===== config.mk =====
export PLATFORM = sky130hd
export DESIGN_NAME = shift_sequencer
export DESIGN_NICKNAME = d
export VERILOG_FILES = /design/src/rtl/shift_pkg.sv /design/src/rtl/shift_shadow.sv /design/src/rtl/shift_sequencer.sv
export SDC_FILE = /design/constraint.sdc
export NUM_CORES = 1
export LEC_CHECK = 0
export CAP_MARGIN = 40
export CELL_PAD_IN_SITES_DETAIL_PLACEMENT = 1
export CELL_PAD_IN_SITES_GLOBAL_PLACEMENT = 1
export CORE_UTILIZATION = 33
export DETAILED_ROUTE_END_ITERATION = 16
export GPL_ROUTABILITY_DRIVEN = 0
export MAX_ROUTING_LAYER = met4
export PLACE_DENSITY = 0.77
export RECOVER_POWER = 50
export SETUP_SLACK_MARGIN = 0.15
export SLEW_MARGIN = 10
export SYNTH_ARGS = -nofsm -noshare
export SYNTH_HDL_FRONTEND = slang
export SYNTH_SLANG_ARGS = --single-unit

===== constraint.sdc =====
create_clock -name clk -period 1.5 [get_ports clk]
set_input_delay 0.45 -clock clk [delete_from_list [all_inputs] [get_ports clk]]
set_output_delay 0.45 -clock clk [all_outputs]
set_load 0.02 [all_outputs]

===== src/rtl/shift_pkg.sv =====
// -----------------------------------------------------------------------------
// shift_pkg
//   Shared definitions for the shift-register sequencer:
//     - 3-bit operation codes driven on the shift register's sel input
//     - sequencer FSM state encoding
//     - next_q(): the register's one-cycle update rule, used by the shadow
//       model so that exp_out tracks the real register bit for bit
// -----------------------------------------------------------------------------
package shift_pkg;

    // Width of the shift register that next_q() models.
    localparam int DATA_W = 4;

    // Operation / sel encoding of the multi-mode shift register.
    localparam logic [2:0] OP_HOLD = 3'b000;
    localparam logic [2:0] OP_LOAD = 3'b001;
    localparam logic [2:0] OP_SRL  = 3'b010;
    localparam logic [2:0] OP_SLL  = 3'b011;
    localparam logic [2:0] OP_ROR  = 3'b100;
    localparam logic [2:0] OP_ROL  = 3'b101;
    localparam logic [2:0] OP_SRA  = 3'b110;
    localparam logic [2:0] OP_CLR  = 3'b111;

    typedef enum logic [1:0] {
        ST_IDLE = 2'b00,
        ST_LOAD = 2'b01,
        ST_STEP = 2'b10,
        ST_DONE = 2'b11
    } seq_state_t;

    // Contents of the register after one clock with the given sel and d_in.
    function automatic logic [DATA_W-1:0] next_q(
        input logic [DATA_W-1:0] q,
        input logic [2:0]        op,
        input logic [DATA_W-1:0] d
    );
        logic [DATA_W-1:0] r;
        r = q;
        case (op)
            OP_HOLD: r = q;
            OP_LOAD: r = d;
            OP_SRL:  r = {1'b0, q[DATA_W-1:1]};
            OP_SLL:  r = {q[DATA_W-2:0], 1'b0};
            OP_ROR:  r = {q[0], q[DATA_W-1:1]};
            OP_ROL:  r = {q[DATA_W-2:0], q[DATA_W-1]};
            OP_SRA:  r = {q[DATA_W-1], q[DATA_W-1:1]};
            OP_CLR:  r = '0;
        endcase
        return r;
    endfunction

endpackage


===== src/rtl/shift_shadow.sv =====
// -----------------------------------------------------------------------------
// shift_shadow
//   Behavioural twin of the 4-bit multi-mode shift register. It sees the same
//   sel/d_in the real register sees and applies the same update on the same
//   edge, so q always equals the real register's output. Usable on its own as
//   a reference model.
//
//   WIDTH must equal shift_pkg::DATA_W, the width next_q() is written for.
//
// Ports:
//   clk    in   system clock, rising edge
//   reset  in   synchronous, active-low; clears q
//   sel    in   3-bit mode select (shift_pkg OP_* codes)
//   d_in   in   parallel load data
//   q      out  modelled register contents
// -----------------------------------------------------------------------------
module shift_shadow
    import shift_pkg::*;
#(
    parameter int WIDTH = DATA_W
) (
    input  logic             clk,
    input  logic             reset,
    input  logic [2:0]       sel,
    input  logic [WIDTH-1:0] d_in,
    output logic [WIDTH-1:0] q
);

    // NOTE: state is updated with non-blocking assignments so every flop
    // samples the values from before the edge, exactly like hardware.
    always_ff @(posedge clk) begin
        if (!reset) begin
            q <= '0;
        end else begin
            q <= next_q(q, sel, d_in);
        end
    end

endmodule


===== src/rtl/shift_sequencer.sv =====
// -----------------------------------------------------------------------------
// shift_sequencer
//   Command-driven controller for the 4-bit multi-mode shift register. One
//   command is accepted at a time (cmd_valid && cmd_ready). A command may
//   preload cmd_data, then applies cmd_op for its effective step count, then
//   pulses done for one cycle. A shadow model produces exp_out, the contents
//   the downstream register is expected to hold.
//
//   Every output comes directly from a flop: the combinational block computes
//   the values for the *next* cycle and the register block captures them.
//
// Ports:
//   clk        in   system clock, rising edge
//   reset      in   synchronous, active-low; aborts any command, no done
//   cmd_valid  in   command present
//   cmd_ready  out  command can be accepted (high only in IDLE)
//   cmd_load   in   preload cmd_data before the operation
//   cmd_op     in   operation code (shift_pkg OP_*)
//   cmd_data   in   preload value
//   cmd_count  in   number of operation steps
//   sel        out  mode select to the shift register
//   d_in       out  parallel data to the shift register (latched cmd_data)
//   busy       out  command in progress
//   done       out  one-cycle pulse when a command completes
//   exp_out    out  shadow of the expected register contents
// -----------------------------------------------------------------------------
module shift_sequencer
    import shift_pkg::*;
#(
    parameter int WIDTH   = DATA_W,
    parameter int COUNT_W = 4
) (
    input  logic               clk,
    input  logic               reset,
    input  logic               cmd_valid,
    output logic               cmd_ready,
    input  logic               cmd_load,
    input  logic [2:0]         cmd_op,
    input  logic [WIDTH-1:0]   cmd_data,
    input  logic [COUNT_W-1:0] cmd_count,
    output logic [2:0]         sel,
    output logic [WIDTH-1:0]   d_in,
    output logic               busy,
    output logic               done,
    output logic [WIDTH-1:0]   exp_out
);

    // Number of STEP cycles a command really needs: LOAD has no steps of its
    // own, and repeated clears are indistinguishable from a single clear.
    function automatic logic [COUNT_W-1:0] eff_steps(
        input logic [2:0]         op,
        input logic [COUNT_W-1:0] count
    );
        logic [COUNT_W-1:0] n;
        n = count;
        if (op == OP_LOAD) begin
            n = '0;
        end else if (op == OP_CLR) begin
            n = (count != '0) ? COUNT_W'(1) : '0;
        end
        return n;
    endfunction

    seq_state_t         state,   state_nx;
    logic [2:0]         op_q,    op_nx;
    logic [COUNT_W-1:0] cnt_q,   cnt_nx;
    logic [2:0]         sel_nx;
    logic [WIDTH-1:0]   d_in_nx;
    logic               busy_nx;
    logic               done_nx;
    logic               ready_nx;

    logic               accept;
    logic [COUNT_W-1:0] cmd_steps;

    assign accept = cmd_valid && cmd_ready;

    always_comb begin
        cmd_steps = eff_steps(cmd_op, cmd_count);
    end

    // Next-state and next-output logic. cnt_q holds the steps still to be
    // issued, counting the one in the current STEP cycle.
    always_comb begin
        // NOTE: every signal gets a default before the case so no branch can
        // leave one unassigned and infer a latch.
        state_nx = state;
        op_nx    = op_q;
        cnt_nx   = cnt_q;
        sel_nx   = OP_HOLD;
        d_in_nx  = d_in;
        busy_nx  = busy;
        done_nx  = 1'b0;
        ready_nx = cmd_ready;

        case (state)
            ST_IDLE: begin
                if (accept) begin
                    op_nx    = cmd_op;
                    cnt_nx   = cmd_steps;
                    d_in_nx  = cmd_data;
                    busy_nx  = 1'b1;
                    ready_nx = 1'b0;
                    if (cmd_load || (cmd_op == OP_LOAD)) begin
                        state_nx = ST_LOAD;
                        sel_nx   = OP_LOAD;
                    end else if (cmd_steps != '0) begin
                        state_nx = ST_STEP;
                        sel_nx   = cmd_op;
                    end else begin
                        state_nx = ST_DONE;
                        done_nx  = 1'b1;
                    end
                end
            end

            ST_LOAD: begin
                if (cnt_q != '0) begin
                    state_nx = ST_STEP;
                    sel_nx   = op_q;
                end else begin
                    state_nx = ST_DONE;
                    done_nx  = 1'b1;
                end
            end

            ST_STEP: begin
                // cnt_q is never zero here; one means this is the last step.
                if (cnt_q == COUNT_W'(1)) begin
                    state_nx = ST_DONE;
                    done_nx  = 1'b1;
                end else begin
                    cnt_nx = cnt_q - COUNT_W'(1);
                    sel_nx = op_q;
                end
            end

            ST_DONE: begin
                state_nx = ST_IDLE;
                busy_nx  = 1'b0;
                ready_nx = 1'b1;
            end
        endcase
    end

    always_ff @(posedge clk) begin
        if (!reset) begin
            state     <= ST_IDLE;
            op_q      <= OP_HOLD;
            cnt_q     <= '0;
            sel       <= OP_HOLD;
            d_in      <= '0;
            busy      <= 1'b0;
            done      <= 1'b0;
            cmd_ready <= 1'b1;
        end else begin
            state     <= state_nx;
            op_q      <= op_nx;
            cnt_q     <= cnt_nx;
            sel       <= sel_nx;
            d_in      <= d_in_nx;
            busy      <= busy_nx;
            done      <= done_nx;
            cmd_ready <= ready_nx;
        end
    end

    // The shadow consumes the registered sel/d_in, so it changes on the same
    // edge the real register does and exp_out lines up with its output.
    shift_shadow #(
        .WIDTH (WIDTH)
    ) u_shadow (
        .clk   (clk),
        .reset (reset),
        .sel   (sel),
        .d_in  (d_in),
        .q     (exp_out)
    );

endmodule

==> flow_metrics.env, run 1 <==
export IMPL_synthArstFlopShare_pct=0
export IMPL_syn_area_um2=1351
export IMPL_fin_worst_skew_ns=0.003747
export IMPL_rows=22
export IMPL_yosysWarningCount=0
export IMPL_grt_pass1_wl_um=6624
export IMPL_violations="negative setup slack"
export IMPL_worstPathRequired_ns=1.66
export IMPL_cpPeakStageDelay_ns=0.41
export IMPL_worst_pin_slew_ns=0.2888
export IMPL_routed_via_count=1404
export IMPL_grt_overflow=0
export IMPL_setup_viol=2
export IMPL_root_buffer="clkbuf_8"
export IMPL_antenna_found_initial=0
export IMPL_fin_nets=249
export IMPL_syn_avg_cell_area_um2=8.290
export IMPL_finalPower_uw=3275
export IMPL_numPortBuffers=28
export IMPL_grt_pass1_vias=1509
export IMPL_setup_tns_ns=-0.07079
export IMPL_synthFlopType="dfxtp_1"
export IMPL_timing_fmax_mhz=649.6
export IMPL_slew_violations=0
export IMPL_clk_pin_slew_ns=0.08
export IMPL_min_delay_path_class="reg2reg"
export IMPL_grt_max_degree=14
export IMPL_cts_buffer_depth=2
export IMPL_synth_area_top_cells="dfxtp_1 (34%), ha_1 (6.5%), nand2_1 (6.4%)"
export IMPL_crit_chain="inv_2 -> ha_4 -> or3b_4 -> a22o_4 -> a22oi_2 -> nor2_1"
export IMPL_drc=0
export IMPL_reg2reg_from="cnt_q[1]$_SDFFE_PN0P_"
export IMPL_period_share_pct=102.6
export IMPL_htreeDepth=1
export IMPL_ant_nets=0
export IMPL_io_pins=29
export IMPL_clk_latency_ns=0.26
export IMPL_synth_top_area_cell="dfxtp_1"
export IMPL_synth_nets=185
export IMPL_clkSinkCount=23
export IMPL_cap_violations=0
export IMPL_ys_seq_elements=23
export IMPL_powerDensity_nw_per_um2=1574
export IMPL_die_y_um=65.99
export IMPL_cts_tree="done"
export IMPL_irDropWorstVdd_mv=0.7409
export IMPL_cp_max_fo=3
export IMPL_status="finished, violations left"
export IMPL_antenna_cells=0
export IMPL_reg2regPathDepth=6
export IMPL_routedWlPerCell_um=15.78
export IMPL_endpoint="sel[2]$_SDFF_PN0_"
export IMPL_seq_area_frac_synth_pct=34.07
export IMPL_crit_path_end_kind="flip-flop"
export IMPL_finalWorstSetupSlack_ns=-0.03933
export IMPL_synth_top_area_share_pct=34.07
export IMPL_multi_input_area_um2=952.2
export IMPL_drive_above_1_share_pct=35.40
export IMPL_worstReg2RegEnd="sel[2]$_SDFF_PN0_"
export IMPL_die_w_um=65.99
export IMPL_r2r_slack_ns=-0.04
export IMPL_period_minus_slack_ns=1.539
export IMPL_initial_core_util_pct=35.57
export IMPL_startpoint="cnt_q[1]$_SDFFE_PN0P_"
export IMPL_cts_made_buffers=3
export IMPL_drtPass1Iterations=5
export IMPL_arrival_ns=1.70
export IMPL_drt_initial_drc_count=30
export IMPL_rsz0062_at_grt="true"
export IMPL_cp_start_kind="flip-flop"
export IMPL_dpl_worst_slack_ns=-0.3644
export IMPL_ys_types=48
export IMPL_hp_start="op_q[0]$_SDFFE_PN0P_"
export IMPL_p_leak_uw=0.0008722
export IMPL_finalHoldViolCount=0
export IMPL_utilization_pct=54.78
export IMPL_area_sequential_um2=470.5
export IMPL_grt_usage_pct=20.24
export IMPL_finalWirelength_um=4323
export IMPL_num_fill_cells=447
export IMPL_relSlewSlack_pct=80.74
export IMPL_core_area_um2=3799
export IMPL_slowest_stage="or3b_4"
export IMPL_die_area_um2=4355
export IMPL_viasPerCell=5.124
export IMPL_crit_type="reg2reg"
export IMPL_synth_cells=163
export IMPL_area_growth_pct=53.98
export IMPL_synth_edf_count=0
export IMPL_hpwlAfterDp_um=3209
## timing repair
item                                    4_1_cts  5_1_grt
hold buffers                                  0        0
endpoints found under the setup margin       33       22
hold endpoints to repair                      0        0
pin swaps                                     5       10
resized for setup                            76       16
buffers inserted                              0        8
## placed cells by master (no fill, tap or decap), types with 2 or more instances in the layout
master           instances
a21boi_1                 4
buf_6                    5
o21ai_0                  4
o31ai_1                  2
a31oi_1                  2
a21oi_2                  3
inv_2                    3
mux2i_1                  4
a21boi_0                 7
nor3_1                   3
clkdlybuf4s15_2          3
buf_2                    2
a21oi_1                  4
or3b_4                   2
dlygate4sd2_1            8
nor2_1                  11
o21ai_1                  3
clkdlybuf4s50_1          6
and3_1                   2
dfxtp_4                  2
clkbuf_1                11
inv_1                    5
dfxtp_1                 19
ha_1                     4
a22oi_2                  2
dfxtp_2                  2
clkbuf_8                 3
ha_4                     3
buf_4                   33
nor2b_1                  3
a211oi_1                 2
nand2_1                 22
a222oi_1                 2
## stage by stage
| step | hold slack [ns] | area [um2] | std cells |
|---|---|---|---|
| floorplan | 0.4366 | 1430 | 163 |
| global placement | 0.4559 | 1951 | 262 |
| detailed placement | 0.4667 | 1951 | 262 |
| CTS | 0.4843 | 2006 | 266 |
| global route | 0.4959 | 2081 | 274 |
| finish | 0.4836 | 2081 | 274 |
## worst min path at each step
stage | cells past startpoint | slack, ns | endpoint
2_1_floorplan | 2 | 0.44 | sel[0]$_SDFF_PN0_
3_3_place_gp | 2 | 0.46 | op_q[1]$_SDFFE_PN0P_
3_5_place_dp | 2 | 0.47 | op_q[2]$_SDFFE_PN0P_
4_1_cts | 2 | 0.48 | sel[0]$_SDFF_PN0_
5_1_grt | 2 | 0.50 | sel[0]$_SDFF_PN0_
6_report | 2 | 0.48 | sel[0]$_SDFF_PN0_
## sequential cells by signal (all words and copies together) (netlist names)
signal and flops:
done 1, d_in 4, u_shadow.q 4, sel 3
busy 1, op_q 3, state 2, cmd_ready 1
cnt_q 4
## worst max-delay path, delay by kind of cell, from the launching register on
kind	cells	cell delay, ns
fa+ha+maj	1	0.12
simple gates	2	0.47
compound gates	2	0.44
flops	1	0.33
buf+inv	1	0.07
## cell usage after synthesis, types with 2 or more instances
master and number:
a211oi_1 2, a21boi_0 11, a21oi_1 8, a222oi_1 2, a22o_1 2, a22oi_1 2, a31oi_1 2, and3_1 3
buf_2 3, clkbuf_1 3, dfxtp_1 23, ha_1 7, inv_1 9, mux2i_1 4, nand2_1 23, nand2b_1 2
nand3_1 2, nor2_1 12, nor2b_1 3, nor3_1 4, o21ai_0 8, o31ai_1 2
## report_power, final
group | switching [uW] | internal, uW | total (uW)
combinational | 1010 | 987 | 1990
sequential | 129 | 767 | 896
clock | 197 | 190 | 386
total | 1330 | 1940 | 3270
## cells by family (layout without fill, tap and decap cells)
family | count (synthesis) | after routing | share of synthesized area [%]
multiplexers | 5 | 5 | 3.796
flip-flops | 23 | 23 | 34.07
XOR/XNOR | 2 | 2 | 1.297
AND/OR/NAND/NOR | 61 | 61 | 23.24
buffers and inverters | 17 | 80 | 5.833
AO/OA/AOI/OAI | 48 | 48 | 25.28
adder cells (fa/ha/maj) | 7 | 7 | 6.481
## cell type report
type / count / share of cell area [%]
sequential: 23 / 22.61
clock buffer: 4 / 2.165
multi-input combinational: 123 / 45.76
tap: 48 / 2.886
inverter: 9 / 1.804
timing repair buffer: 67 / 24.77
## per-layer routing
layer	wire (um)	track usage [%]	up-vias
li1	-	-	704
met1	1850	21.84	668
met2	2317	39.16	30
met3	145	2.586	2
met4	10	3.989	0
met5	0	-	-
(Power assumes the default switching activity.)
==> inputs of run 2 (changes only) <==
--- a/config.mk
+++ b/config.mk
@@ -5,14 +5,15 @@
 export SDC_FILE = /design/constraint.sdc
 export NUM_CORES = 1
 export LEC_CHECK = 0
+export ABC_CLOCK_PERIOD_IN_PS = 1900
 export CAP_MARGIN = 40
 export CELL_PAD_IN_SITES_DETAIL_PLACEMENT = 1
 export CELL_PAD_IN_SITES_GLOBAL_PLACEMENT = 1
-export CORE_UTILIZATION = 33
+export CORE_UTILIZATION = 36
 export DETAILED_ROUTE_END_ITERATION = 16
 export GPL_ROUTABILITY_DRIVEN = 0
 export MAX_ROUTING_LAYER = met4
-export PLACE_DENSITY = 0.77
+export PLACE_DENSITY = 0.8
 export RECOVER_POWER = 50
 export SETUP_SLACK_MARGIN = 0.15
 export SLEW_MARGIN = 10
==> constraint.sdc (replaced) <==
create_clock -name clk -period 1.9 [get_ports clk]
set_input_delay 0.57 -clock clk [delete_from_list [all_inputs] [get_ports clk]]
set_output_delay 0.57 -clock clk [all_outputs]
set_load 0.02 [all_outputs]
==> run 2 against run 1 <==
Effect of this change: the run now ends clean; cell area shrank 12%; non-clock buffer count fell by 23; largest power group unchanged; sequential power fell by 22%; critical path depth is 2 lower; total power fell by 32%; flip-flop and latch count unchanged; combinational power is 40% lower; wire length shrank 5.4%; highest routed layer unchanged; largest cell class unchanged.
==> flow_metrics.env, run 2 (same netlist as run 1, synthesis figures left out) <==
export IMPL_setup_viol=0
export IMPL_worstPathRequired_ns=2.10
export IMPL_routed_via_count=1344
export IMPL_setup_tns_ns=0
export IMPL_clk_pin_slew_ns=0.08
export IMPL_finalWirelength_um=4088
export IMPL_antenna_found_initial=0
export IMPL_grt_pass1_vias=1405
export IMPL_seq_power_share_pct=31.8
export IMPL_antenna_cells=0
export IMPL_crit_family="buffers and inverters"
export IMPL_clkPwrFrac_pct=14.2
export IMPL_min_delay_path_class="reg2reg"
export IMPL_routedWlPerCell_um=16.42
export IMPL_place_inst=245
export IMPL_rsz0062_at_grt="true"
export IMPL_crit_buf_inv=2
export IMPL_crit_path_end_kind="flip-flop"
export IMPL_initial_core_util_pct=38.96
export IMPL_power_net_switching_uw=931.2
export IMPL_drc=0
export IMPL_root_buffer="clkbuf_8"
export IMPL_layout_commonest_cell="nand2_1"
export IMPL_grt_pass1_wl_um=6837
export IMPL_wl_met3_um=77
export IMPL_crit_chain="dlygate4sd3_1 -> clkbuf_1 -> o2111ai_1 -> o21ai_0"
export IMPL_fin_area_um2=1837
export IMPL_dpl_instance_area_um2=1764
export IMPL_area_sequential_um2=464.2
export IMPL_num_fill_cells=418
export IMPL_cp_max_fo=9
export IMPL_reg_largest_list="cnt_q: 4 flops, d_in: 4 flops, u_shadow.q: 4 flops"
export IMPL_crit_type="in2reg"
export IMPL_final_cell_mix="nand2_1 (23), dfxtp_1 (20), dlygate4sd2_1 (14)"
export IMPL_combPwrFrac_pct=54.0
export IMPL_clk_latency_ns=0.27
export IMPL_period_minus_slack_ns=1.738
export IMPL_grt_usage_pct=22.65
export IMPL_r2r_slack_ns=0.21
export IMPL_fin_cells=249
export IMPL_numPortBuffers=28
export IMPL_finalHoldViolCount=0
export IMPL_slowest_stage="dlygate4sd3_1"
export IMPL_drt_initial_drc_count=33
export IMPL_ant_nets=0
export IMPL_htreeDepth=1
export IMPL_slew_violations=0
export IMPL_cts_hold_buffers_added=0
export IMPL_clkSinkCount=23
export IMPL_cp_depth=4
export IMPL_internal_power_uw=1281
export IMPL_relSlewSlack_pct=73.44
export IMPL_core_area_um2=3468
export IMPL_cap_violations=0
export IMPL_dpl_worst_slack_ns=-0.1419
export IMPL_status="finished clean"
export IMPL_rows=21
export IMPL_grt_overflow=0
export IMPL_worst_pin_slew_ns=0.3984
export IMPL_drtPass1Iterations=4
export IMPL_period_share_pct=91.49
export IMPL_cp_start_kind="primary input"
export IMPL_fin_worst_skew_ns=0.003167
export IMPL_finalWorstSetupSlack_ns=0.1617
export IMPL_reg2regPathDepth=6
export IMPL_powerDensity_nw_per_um2=1204
export IMPL_area_growth_pct=35.93
export IMPL_io_pins=29
export IMPL_cts_buffer_depth=2
export IMPL_arrival_ns=1.94
export IMPL_die_area_um2=4002
export IMPL_cts_tree="done"
export IMPL_hold_depth=2
export IMPL_die_w_um=63.27
export IMPL_hpwlAfterDp_um=3126
export IMPL_cpPeakStageDelay_ns=0.70
export IMPL_drive_above_1_share_pct=17.24
export IMPL_multi_input_area_um2=862.1
export IMPL_p_leak_uw=0.0007913
export IMPL_netSwitchingFraction_pct=42.10
export IMPL_irDropWorstVdd_mv=0.4853
export IMPL_fin_nets=226
export IMPL_grt_max_degree=14
export IMPL_dr_wl_met2_um=2164
export IMPL_timing_fmax_mhz=575.3
export IMPL_viasPerCell=5.398
export IMPL_cts_made_buffers=3
export IMPL_dr_max_layer_used="met4"
export IMPL_die_y_um=63.27
export IMPL_wl_met1_um=1722
## run 2: routing by layer
layer / up-vias / global-route usage (%)
met5: - / -
li1: 663 / -
met3: 9 / 1.812
met4: 0 / 10.51
met2: 23 / 41.67
met1: 649 / 24.45
## run 2: worst paths after layout
check / endpoint / from
worst min register to register: op_q[0]$_SDFFE_PN0P_ / op_q[0]$_SDFFE_PN0P_
worst max register to register: sel[1]$_SDFF_PN0_ / cnt_q[1]$_SDFFE_PN0P_
worst max-delay path: state[0]$_SDFFE_PN0P_ / reset
worst min-delay path: op_q[0]$_SDFFE_PN0P_ / op_q[0]$_SDFFE_PN0P_
## run 2: layout make-up
type,count,share of cell area (%)
multi-input combinational,123,46.93
sequential,23,25.27
timing repair buffer,44,20.37
tap,46,3.134
clock buffer,4,2.452
inverter,9,1.839
## run 2: worst min-delay path: cells and delay by family, from the launching register on
family	cells	cell delay [ns]
AO/OA/AOI/OAI	1	0.06
flip-flops	1	0.33
AND/OR/NAND/NOR	1	0.05
## run 2: power by group through the flow
stage          clock network [uW]  logic, uW  registers [uW]
6_report                      315       1190             702
5_1_grt                       342       1310             723
4_1_cts                       318       1130             696
3_5_place_dp                    0       1110             710
3_3_place_gp                    0       1050             695
2_1_floorplan                   0        673             745
## run 2: timing repair
item                                    CTS  global route
setup buffers                             0             0
resized for setup                        17            13
endpoints found under the setup margin   19             8
## run 2: per-stage QoR
stage / util, % / hold slack (ns) / power [uW]
2_1_floorplan: - / 0.4366 / 1417
3_3_place_gp: 50.87 / 0.4564 / 1742
3_5_place_dp: 50.87 / 0.4640 / 1821
4_1_cts: 52.20 / 0.4815 / 2145
5_1_grt: 52.96 / 0.4994 / 2377
6_report: 52.96 / 0.4872 / 2212
